File: config.mk
export PLATFORM = sky130hd
export DESIGN_NAME = gamepad_events
export DESIGN_NICKNAME = d
export VERILOG_FILES = /design/src/rtl/gamepad_events.sv
export SDC_FILE = /design/constraint.sdc
export NUM_CORES = 1
export LEC_CHECK = 0
export CAP_MARGIN = 20
export CORE_ASPECT_RATIO = 0.5
export CORE_MARGIN = 5
export CORE_UTILIZATION = 40
export DETAILED_ROUTE_END_ITERATION = 8
export PLACE_DENSITY = 0.61
export SYNTH_ARGS = -nofsm -noshare
export SYNTH_HDL_FRONTEND = slang
export SYNTH_SLANG_ARGS = --single-unit
File: constraint.sdc
create_clock -name clk -period 2.7 [get_ports clk]
set_clock_uncertainty 0.1 [all_clocks]
set_input_delay 0.675 -clock clk [delete_from_list [all_inputs] [get_ports clk]]
set_output_delay 0.675 -clock clk [all_outputs]
set_load 0.05 [all_outputs]
File: src/rtl/gamepad_events.sv
// gamepad_events
//   Turns the 24-bit latched gamepad button vector into a queued stream of
//   discrete key events (press, auto-repeat and, optionally, release) for the
//   game FSM.
//   Bit map: [23:12] pad 0 = B,Y,Sel,Start,Up,Down,Left,Right,A,X,L,R
//            (bit 23 = B); [11:0] pad 1, same order.
//
// Ports
//   clk          in   1   system clock
//   rst          in   1   synchronous reset, active-high
//   buttons      in   24  latched button levels, 1 = pressed
//   evt_valid    out  1   event available at head of queue
//   evt_ready    in   1   consumer accepts head event
//   evt_code     out  5   button index 0..23 of head event
//   evt_repeat   out  1   head event is an auto-repeat
//   evt_release  out  1   head event is a release (0 when compiled out)
//
// Handshake: the head event is transferred on every clk edge where
//   evt_valid & evt_ready are both 1; evt_valid stays high and the head stays
//   stable until that transfer happens.
//
// Build option: define GAMEPAD_RELEASE_EVT_EN to also emit release events.
module gamepad_events #(
    parameter int          TICK_DIV     = 50000,
    parameter int          REPEAT_DELAY = 400,
    parameter int          REPEAT_RATE  = 100,
    parameter logic [23:0] REPEAT_MASK  = 24'h0F00F0,
    parameter int          FIFO_DEPTH   = 4
) (
    input  logic        clk,
    input  logic        rst,
    input  logic [23:0] buttons,
    output logic        evt_valid,
    input  logic        evt_ready,
    output logic [4:0]  evt_code,
    output logic        evt_repeat,
    output logic        evt_release
);

    localparam int TW   = $clog2(TICK_DIV);
    localparam int TMAX = (REPEAT_DELAY > REPEAT_RATE) ? REPEAT_DELAY : REPEAT_RATE;
    localparam int TMW  = $clog2(TMAX + 1);
    localparam int AW   = $clog2(FIFO_DEPTH);
    localparam int CW   = AW + 1;
`ifdef GAMEPAD_RELEASE_EVT_EN
    localparam int EW   = 7;   // {release, repeat, code}
`else
    localparam int EW   = 6;   // {repeat, code}
`endif

    typedef enum logic [1:0] {TRK_IDLE, TRK_DELAY, TRK_RATE} trk_state_t;

    function automatic logic [4:0] lowest(input logic [23:0] v);
        lowest = 5'd0;
        for (int i = 23; i >= 0; i--) begin
            if (v[i]) lowest = 5'(i);
        end
    endfunction

    // Edge detect and press-pending vector
    logic [23:0] prev, pending, press_clr, rise, rep_rise;
    logic [4:0]  press_idx, rep_idx;
    assign rise      = buttons & ~prev;
    assign rep_rise  = rise & REPEAT_MASK;
    assign press_idx = lowest(pending);
    assign rep_idx   = lowest(rep_rise);

`ifdef GAMEPAD_RELEASE_EVT_EN
    logic [23:0] rel_pend, rel_clr, fall;
    logic [4:0]  rel_idx;
    assign fall    = ~buttons & prev;
    assign rel_idx = lowest(rel_pend);
`endif

    // Tick prescaler
    logic [TW-1:0] tick_cnt;
    logic          tick;
    assign tick = (tick_cnt == TW'(TICK_DIV - 1));

    // Repeat tracker
    trk_state_t     trk_state, trk_state_nxt;
    logic [4:0]     trk_idx, trk_idx_nxt;
    logic [TMW-1:0] timer, timer_nxt;
    logic           rep_pend, rep_set, rep_kill, rep_pop;

    always_comb begin
        trk_state_nxt = trk_state;
        trk_idx_nxt   = trk_idx;
        timer_nxt     = timer;
        rep_set       = 1'b0;
        rep_kill      = 1'b0;
        if (rep_rise != '0) begin
            // A new repeatable press always takes over the tracker. Any
            // repeat still queued for the old button is stale, so drop it.
            trk_state_nxt = TRK_DELAY;
            trk_idx_nxt   = rep_idx;
            timer_nxt     = TMW'(REPEAT_DELAY);
            rep_kill      = 1'b1;
        end else if (trk_state != TRK_IDLE) begin
            if (!buttons[trk_idx]) begin
                trk_state_nxt = TRK_IDLE;
                rep_kill      = 1'b1;
            end else if (tick) begin
                if (timer <= TMW'(1)) begin
                    rep_set       = 1'b1;
                    trk_state_nxt = TRK_RATE;
                    timer_nxt     = TMW'(REPEAT_RATE);
                end else begin
                    timer_nxt = timer - TMW'(1);
                end
            end
        end
    end

    // Event queue
    logic [EW-1:0] mem [FIFO_DEPTH];
    logic [AW-1:0] wr_ptr, rd_ptr;
    logic [CW-1:0] count;
    logic [EW-1:0] head, push_data;
    logic          push, pop, can_push;

    assign head     = mem[rd_ptr];
    assign pop      = evt_valid & evt_ready;
    // A pop in the same cycle frees the slot, so a full queue may still push.
    assign can_push = (count != CW'(FIFO_DEPTH)) || pop;

    // Drain priority: press, then repeat, then release.
    always_comb begin
        push      = 1'b0;
        push_data = '0;
        press_clr = '0;
        rep_pop   = 1'b0;
`ifdef GAMEPAD_RELEASE_EVT_EN
        rel_clr   = '0;
`endif
        if (can_push) begin
            if (pending != '0) begin
                push                = 1'b1;
                push_data[4:0]      = press_idx;
                press_clr[press_idx] = 1'b1;
            end else if (rep_pend) begin
                push           = 1'b1;
                push_data[5]   = 1'b1;
                push_data[4:0] = trk_idx;
                rep_pop        = 1'b1;
`ifdef GAMEPAD_RELEASE_EVT_EN
            end else if (rel_pend != '0) begin
                push             = 1'b1;
                push_data[6]     = 1'b1;
                push_data[4:0]   = rel_idx;
                rel_clr[rel_idx] = 1'b1;
`endif
            end
        end
    end

    // FSM state register
    always_ff @(posedge clk) begin
        if (rst) trk_state <= TRK_IDLE;
        else     trk_state <= trk_state_nxt;
    end

    always_ff @(posedge clk) begin
        if (rst) begin
            prev     <= buttons;   // buttons held through reset are not presses
            pending  <= '0;
            tick_cnt <= '0;
            trk_idx  <= 5'd0;
            timer    <= '0;
            rep_pend <= 1'b0;
`ifdef GAMEPAD_RELEASE_EVT_EN
            rel_pend <= '0;
`endif
        end else begin
            prev     <= buttons;
            // New edges win over a same-cycle drain of the same bit.
            pending  <= (pending & ~press_clr) | rise;
            tick_cnt <= tick ? '0 : tick_cnt + TW'(1);
            trk_idx  <= trk_idx_nxt;
            timer    <= timer_nxt;
            if (rep_set)                  rep_pend <= 1'b1;
            else if (rep_kill || rep_pop) rep_pend <= 1'b0;
`ifdef GAMEPAD_RELEASE_EVT_EN
            rel_pend <= (rel_pend & ~rel_clr) | fall;
`endif
        end
    end

    always_ff @(posedge clk) begin
        if (rst) begin
            wr_ptr <= '0;
            rd_ptr <= '0;
            count  <= '0;
            for (int i = 0; i < FIFO_DEPTH; i++) mem[i] <= '0;
        end else begin
            if (push) begin
                mem[wr_ptr] <= push_data;
                wr_ptr      <= wr_ptr + AW'(1);
            end
            if (pop) rd_ptr <= rd_ptr + AW'(1);
            case ({push, pop})
                2'b10:   count <= count + CW'(1);
                2'b01:   count <= count - CW'(1);
                default: count <= count;
            endcase
        end
    end

    assign evt_valid  = (count != '0);
    assign evt_code   = evt_valid ? head[4:0] : 5'd0;
    assign evt_repeat = evt_valid & head[5];
`ifdef GAMEPAD_RELEASE_EVT_EN
    assign evt_release = evt_valid & head[6];
`else
    assign evt_release = 1'b0;
`endif

endmodule
==> reports/results.tsv, run 1 <==
stage	metric	value	unit
power_and_ir_drop	Power Total	5350	uW
worst_setup_path	kind of critical path	flip-flop to flip-flop	
synth	synthesis warning total	0	
synth	post-synth top area cell	dfxtp_1	
final_layout	Layout Utilization	0.526	
worst_setup_path	Max stage delay on crit path	0.56	ns
drt	DRC Markers	0	
timing	max frequency	0.371	GHz
synth	Avg Cell Area, Syn	9.90	um2
timing	clock period minus worst slack	2.70	ns
drt	final wirelength	12.1	mm
synth	Post-synth EDFFs	24	
worst_setup_path	Worst path slowest cell	or4_4	
power_and_ir_drop	part of the power in registers	0.373	
synth	Syn Nets	546	
floorplan	die area	15200	um2
clock_tree	Sink Count	113	
clock_tree	later-pin clock latency in the skew report	0.41	ns
worst_setup_path	CP endpoint kind	flip-flop	
clock_tree	Clock Tree Root	clkbuf_16	
placed_design	I/O Buffers	33	
drt	vias per inst	5.17	
job	max cap viols	0	
timing	RSZ-0062 raised after global routing	yes	
floorplan	Starting Density	0.405	
timing	slew margin rel.	0.522	
timing	final count of negative-setup-slack endpoints	0	
clock_tree	hold-fix buffer count after cts	0	
placed_design	placed instance count	753	
global_route	GRT Total Usage	0.165	
synth	Synth top cells by count	89 x dfxtp_1, 86 x nor2_1, 35 x a21oi_1, 24 x edfxtp_1, 23 x nand2b_1	
clock_tree	CTS tree	done	
synth	post-synthesis async set-or-reset flop share	0	
final_layout	NumNets Final	634	
worst_setup_path	RR Startpoint	pending[20]$_SDFF_PP0_	
power_and_ir_drop	design internal power	3860	uW
worst_setup_path	reg2reg end	count[2]$_SDFFE_PP0P_	
worst_setup_path	delay-heaviest family, CP	simple AND/OR/NAND/NOR gates	
drt	vias	4057	
worst_setup_path	flop2flop setup slack	0.004	ns
global_route	vias in the first global route	4047	
global_route	total global routing overflow	0	
power_and_ir_drop	Peak VDD IR	452	uV
power_and_ir_drop	Net Switching	1490	uW
worst_setup_path	Worst Path Buf+Inv	3	
timing	max-slew violation count	0	
synth	post-synthesis sequential area ratio	0.492	
clock_tree	CTS buffer count	17	
power_and_ir_drop	leakage	0.00256	uW
drt	WL/cell	15.4	um
floorplan	row count	29	
run_status	status	completed	
power_and_ir_drop	Switching Share	0.279	
worst_setup_path	Worst Reg-to-Reg Cells	11	
placed_design	post-DP HPWL	8.81	mm
final_layout	Post-Layout Cell Count	785	
worst_setup_path	Worst Path Max Fanout	2	
power_and_ir_drop	Power Density	810	nW/um2
timing	Worst-Margin Slew	0.712	ns
hold_path	beginning of the worst hold path	tick_cnt[0]$_SDFF_PP0_	
final_layout	layout cells sized above 1	0.190	
synth	most common flop cell mapped by yosys	dfxtp_1	
floorplan	chip width	170	um
worst_setup_path	CP required	2.95	ns
synth	Yosys reg bits	113	
synth	most frequent cell after synthesis	dfxtp_1	
final_layout	area delta synth->final	29.7	%
synth	Synth area leaders	dfxtp_1 35%, edfxtp_1 14%, nor2_1 6.3%	
global_route	first-pass GRT wire length	20.4	mm
synth	post-synth cell types	70	
clock_tree	Reg clk slew, reported paths	0.06	ns
synth	Cells after Synth	514	
worst_setup_path	CP Cell Sequence	or4_4 -> nor4b_4 -> buf_4 -> a31oi_4 -> inv_2 -> ha_4 -> inv_1 -> fa_2 -> xor2_1 -> or3_1 -> a21oi_2	
hold_path	Hold Path Stages	1	
final_layout	antenna diode count	0	
clock_tree	H-tree Lvls	4	
power_and_ir_drop	combinational power share	0.202	
hold_path	hold endpoint	tick_cnt[0]$_SDFF_PP0_	
hold_path	Hold Crit Class	flip-flop to flip-flop	
clock_tree	Clock Path Buffers	2	
floorplan	num ports	35	
floorplan	Die Ht	89.8	um
synth	Post-Syn Area	5090	um2
synth	Synth top area share	0.350	
timing	final period utilization	0.999	
floorplan	core area	12600	um2
timing	Final Hold Viols	0	
worst_setup_path	Worst EP arrival	2.95	ns
worst_setup_path	Setup crit start kind	flip-flop	
drt	antenna viol nets, final	0	
global_route	largest net degree at the start of global routing	48	
drt	Pre-antenna DRT Iters	7	
global_route	antenna violations before repair	0	
power_and_ir_drop	clock group share of total power	0.425	
placed_design	routability cong.	0.906	
drt	initial DRC count	274	
## per-stage QoR
stage | hold WS [ns] | area (um2) | TNS (ns) | worst slack [ns]
2_1_floorplan | 0.313 | 5120 | -0.000577 | -0.000577
3_3_place_gp | 0.327 | 5970 | -3.27 | -0.334
3_5_place_dp | 0.334 | 5970 | -3.63 | -0.343
4_1_cts | 0.342 | 6580 | -0.00850 | -0.00850
5_1_grt | 0.371 | 6600 | -0.106 | -0.106
6_report | 0.336 | 6600 | 0 | 0.00394
## placed cells by master (no fill, tap or decap), types with 16 or more instances in the layout
cell type        instances
a21oi_1                 34
buf_4                   56
clkbuf_16               17
clkdlybuf4s50_1         26
dfxtp_1                 88
edfxtp_1                24
inv_1                   18
nand2_1                 20
nand2b_1                23
nor2_1                  86
nor2b_1                 18
o21ai_0                 16
## cell families after synthesis
| group | Yosys count | synth area share |
|---|---|---|
| simple gates | 225 | 0.237 |
| flops | 113 | 0.492 |
| compound gates | 106 | 0.140 |
| buf+inv | 36 | 0.0352 |
| xor+xnor | 17 | 0.0293 |
| mux | 11 | 0.0516 |
| fa+ha+maj | 5 | 0.0138 |
| other cells | 1 | 0.000737 |
## metal layers
layer,up-vias,global-route usage,part of all wire
met2,113,0.237,0.41
met3,15,0.0456,0.066
met5,-,0,0
met4,0,0.0516,0.014
li1,2049,-,-
met1,1880,0.240,0.51
## power groups by stage
stage | registers (uW) | logic, uW | clock network, uW
2_1_floorplan | 1980 | 708 | 0
3_3_place_gp | 2020 | 1060 | 0
3_5_place_dp | 2030 | 1070 | 0
4_1_cts | 2000 | 1080 | 2300
5_1_grt | 2020 | 1170 | 2380
6_report | 2000 | 1080 | 2270
## state kept, by name, indices dropped and copies added, names as in the netlist, named ones only
register   flops
wr_ptr         2
timer          9
trk_state      2
mem           24
trk_idx        4
rd_ptr         2
rep_pend       1
tick_cnt      16
pending       24
prev          24
count          3
## final cells by class
cell class	instances	area, um2
inverters	19	71.3
well taps	170	213
clock buffers	22	464
repair buffers	86	753
clock inverters	10	134
fillers	1164	5960
flip-flops and latches	113	2500
multi-input cells	365	2460
## worst max-delay path by stage
stage                                start               endpoint  slack (ns)  cells after the start
finish              pending[20]$_SDFF_PP0_  count[2]$_SDFFE_PP0P_       0.004                     11
global route        pending[20]$_SDFF_PP0_  count[2]$_SDFFE_PP0P_       -0.11                     11
CTS                 pending[20]$_SDFF_PP0_  count[2]$_SDFFE_PP0P_      -0.008                     11
detailed placement               evt_ready  count[2]$_SDFFE_PP0P_       -0.34                     10
global placement                 evt_ready  count[2]$_SDFFE_PP0P_       -0.33                     10
floorplan           pending[23]$_SDFF_PP0_  count[2]$_SDFFE_PP0P_     -0.0006                     10
## worst register-to-register path, cell delays in order, from the launching register on
cell,delay [ns]
dfxtp_1,0.31
or4_4,0.56
nor4b_4,0.22
buf_4,0.17
a31oi_4,0.09
inv_2,0.10
ha_4,0.13
inv_1,0.04
fa_2,0.33
xor2_1,0.15
or3_1,0.32
a21oi_2,0.11
## what timing repair did
item,4_1_cts,5_1_grt
setup buffers,0,0
pin swaps,1,0
resized for setup,3,4
endpoints found under the setup margin,2,6
gates cloned,0,0
Power figures use the tool's default switching activity.
==> run 2: changes to the inputs <==
--- a/config.mk
+++ b/config.mk
@@ -10,7 +10,7 @@
 export CORE_MARGIN = 5
 export CORE_UTILIZATION = 40
 export DETAILED_ROUTE_END_ITERATION = 8
-export PLACE_DENSITY = 0.61
+export PLACE_DENSITY = 0.65
 export SYNTH_ARGS = -nofsm -noshare
 export SYNTH_HDL_FRONTEND = slang
 export SYNTH_SLANG_ARGS = --single-unit
==> run 2 against run 1 <==
The run now ends with setup timing left. Clock power about the same. Maximum frequency decreased by 1.2%. Design area decreased by 0.15%. Non-clock buffer count increased by 2. Core utilization decreased by 0.080 points. Global-route usage decreased by 0.062 points. Die area unchanged. Highest routed layer unchanged.
==> reports/results.tsv, run 2 (synthesized netlist as in run 1, its figures left out) <==
stage	metric	value	unit	change
floorplan	Starting Density	0.405		unchanged
final_layout	commonest cells after routing, fill and taps aside	88 x dfxtp_1, 86 x nor2_1, 59 x buf_4, 34 x a21oi_1, 26 x clkdlybuf4s50_1		
floorplan	chip width	170	um	unchanged
clock_tree	Clock Tree Root	clkbuf_16		
timing	final count of negative-setup-slack endpoints	1		+1
clock_tree	CTS buffer count	17		unchanged
final_layout	Final Cell Area	6590	um2	-0.15%
global_route	first-pass GRT wire length	20.1	mm	-1.4%
final_layout	most common cell after layout, fill and taps aside	dfxtp_1		
timing	Worst Slack Setup Final	-0.0298	ns	-0.0337 ns
drt	WL/cell	15.5	um	+0.82%
worst_setup_path	Worst Path Max Fanout	2		unchanged
placed_design	routability cong.	0.862		-4.9%
job	max cap viols	0		unchanged
final_layout	layout cells sized above 1	0.196		+0.00587
clock_tree	later-pin clock latency in the skew report	0.41	ns	about the same
floorplan	Die Ht	89.8	um	unchanged
timing	clock period minus worst slack	2.73	ns	+0.0337 ns
worst_setup_path	Worst Reg-to-Reg Cells	10		-1
worst_setup_path	CP required	2.95	ns	about the same
clock_tree	Sink Count	113		unchanged
timing	RSZ-0062 raised after global routing	yes		
final_layout	area delta synth->final	29.5	%	
worst_setup_path	Max stage delay on crit path	0.56	ns	about the same
clock_tree	Clock Path Buffers	2		unchanged
timing	Final Hold Viols	0		unchanged
global_route	antenna violations before repair	0		unchanged
floorplan	core area	12600	um2	unchanged
global_route	largest net degree at the start of global routing	25		-48%
worst_setup_path	Setup crit start kind	flip-flop		
drt	initial DRC count	262		-4.4%
clock_tree	Reg clk slew, reported paths	0.06	ns	about the same
worst_setup_path	most frequent CP cell	inv_1		
timing	max frequency	0.366	GHz	-1.2%
worst_setup_path	CP Cell Sequence	or4_4 -> nor4b_4 -> a31oi_2 -> inv_1 -> ha_2 -> inv_1 -> fa_2 -> xor2_1 -> or3_1 -> a21oi_2		
global_route	GRT Total Usage	0.164		-0.000620
timing	max-slew violation count	0		unchanged
drt	Pre-antenna DRT Iters	5		-2
worst_setup_path	kind of critical path	flip-flop to flip-flop		
run_status	status	finished, violations left		
floorplan	die area	15200	um2	unchanged
run_status	failing checks	setup timing		
final_layout	NumNets Final	636		+0.32%
final_layout	area occupied by multi-input gates	2440	um2	-0.76%
global_route	vias in the first global route	3887		-4.0%
clock_tree	Post CTS Setup Buffer Count	0		unchanged
hold_path	Hold Path Stages	1		unchanged
clock_tree	CTS tree	done		
power_and_ir_drop	Power Total	5350	uW	about the same
timing	Worst-Margin Slew	0.671	ns	-0.0410 ns
placed_design	post-DP HPWL	8.96	mm	+1.7%
timing	slew margin rel.	0.550		+0.0276
placed_design	placed inst area	5980	um2	about the same
drt	vias per inst	5.26		+1.8%
power_and_ir_drop	leakage	0.00256	uW	-0.19%
drt	antenna viol nets, final	0		unchanged
final_layout	Layout fillers	1150		-1.2%
worst_setup_path	Worst path slowest cell	or4_4		
hold_path	Hold Crit Class	flip-flop to flip-flop		
floorplan	num ports	35		unchanged
drt	vias	4142		+2.1%
clock_tree	H-tree Lvls	4		unchanged
clock_tree	hold-fix buffer count after cts	0		unchanged
placed_design	I/O Buffers	33		unchanged
drt	DRC Markers	0		unchanged
final_layout	Largest regs	mem x24, pending x24, prev x24		
worst_setup_path	CP endpoint kind	flip-flop		
final_layout	antenna diode count	0		unchanged
floorplan	row count	29		unchanged
final_layout	area occupied by registers	2500	um2	unchanged
power_and_ir_drop	Peak VDD IR	352	uV	-22%
drt	final wirelength	12.2	mm	+1.1%
worst_setup_path	Worst EP arrival	2.98	ns	+0.03 ns
global_route	total global routing overflow	0		unchanged
timing	final period utilization	1.01		+0.0125
power_and_ir_drop	Power Density	811	nW/um2	+0.12%
run 2: cell count changes in the layout (fill, tap and decap cells not counted), sizes merged:
cell          delta
clkinv           +2
dlymetal6s2s     -1
clkbuf           -5
inv              +2
dlygate4sd2      +1
buf              +2
clkinvlp         +1
run 2: where the power goes:
group | switching, uW | internal, uW
logic | 590 | 464
clock network | 838 | 1460
registers | 120 | 1880
total | 1550 | 3800
run 2: final timing paths:
path,start,to,slack (ns)
worst min register to register,tick_cnt[0]$_SDFF_PP0_,tick_cnt[0]$_SDFF_PP0_,0.34
worst max-delay path,pending[23]$_SDFF_PP0_,count[2]$_SDFFE_PP0P_,-0.03
worst min-delay path,tick_cnt[0]$_SDFF_PP0_,tick_cnt[0]$_SDFF_PP0_,0.34
worst max register to register,pending[23]$_SDFF_PP0_,count[2]$_SDFFE_PP0P_,-0.03
run 2: layer usage:
layer | wire length, um | vias up | global-route usage
met5 | 0 | - | 0
met3 | 635 | 12 | 0.0421
met4 | 171 | 0 | 0.0676
li1 | - | 2050 | -
met2 | 5130 | 108 | 0.225
met1 | 6260 | 1972 | 0.244
run 2: stage by stage:
stage / hold WS (ns) / util / worst slack (ns) / cells / TNS [ns]
after CTS: 0.346 / 0.525 / -0.0183 / 787 / -0.0183
after global routing: 0.369 / 0.525 / -0.126 / 787 / -0.126
after floorplan: 0.313 / - / -0.000577 / 514 / -0.000577
after detailed placement: 0.332 / 0.476 / -0.312 / 755 / -2.47
final: 0.342 / 0.525 / -0.0298 / 787 / -0.0298
after global placement: 0.330 / 0.476 / -0.281 / 755 / -2.07
run 2: worst max-delay path: cells and delay by family (launching register included):
kind	cells	cell delay, ns
AND/OR/NAND/NOR	3	1.21
adder cells (fa/ha/maj)	2	0.50
flip-flops	1	0.31
AO/OA/AOI/OAI	2	0.27
XOR/XNOR	1	0.15
buffers and inverters	2	0.14
run 2: cell type report:
class                           count  area share
Sequential cell                   113       0.380
Multi-Input combinational cell    365       0.370
Timing Repair Buffer               88       0.114
Clock buffer                       17      0.0646
Tap cell                          170      0.0323
Clock inverter                     15      0.0277
Inverter                           19      0.0108
run 2: timing repair:
item                       CTS  global route
pin swaps                    0             2
resized for setup            2             2
setup endpoints to repair    7             5
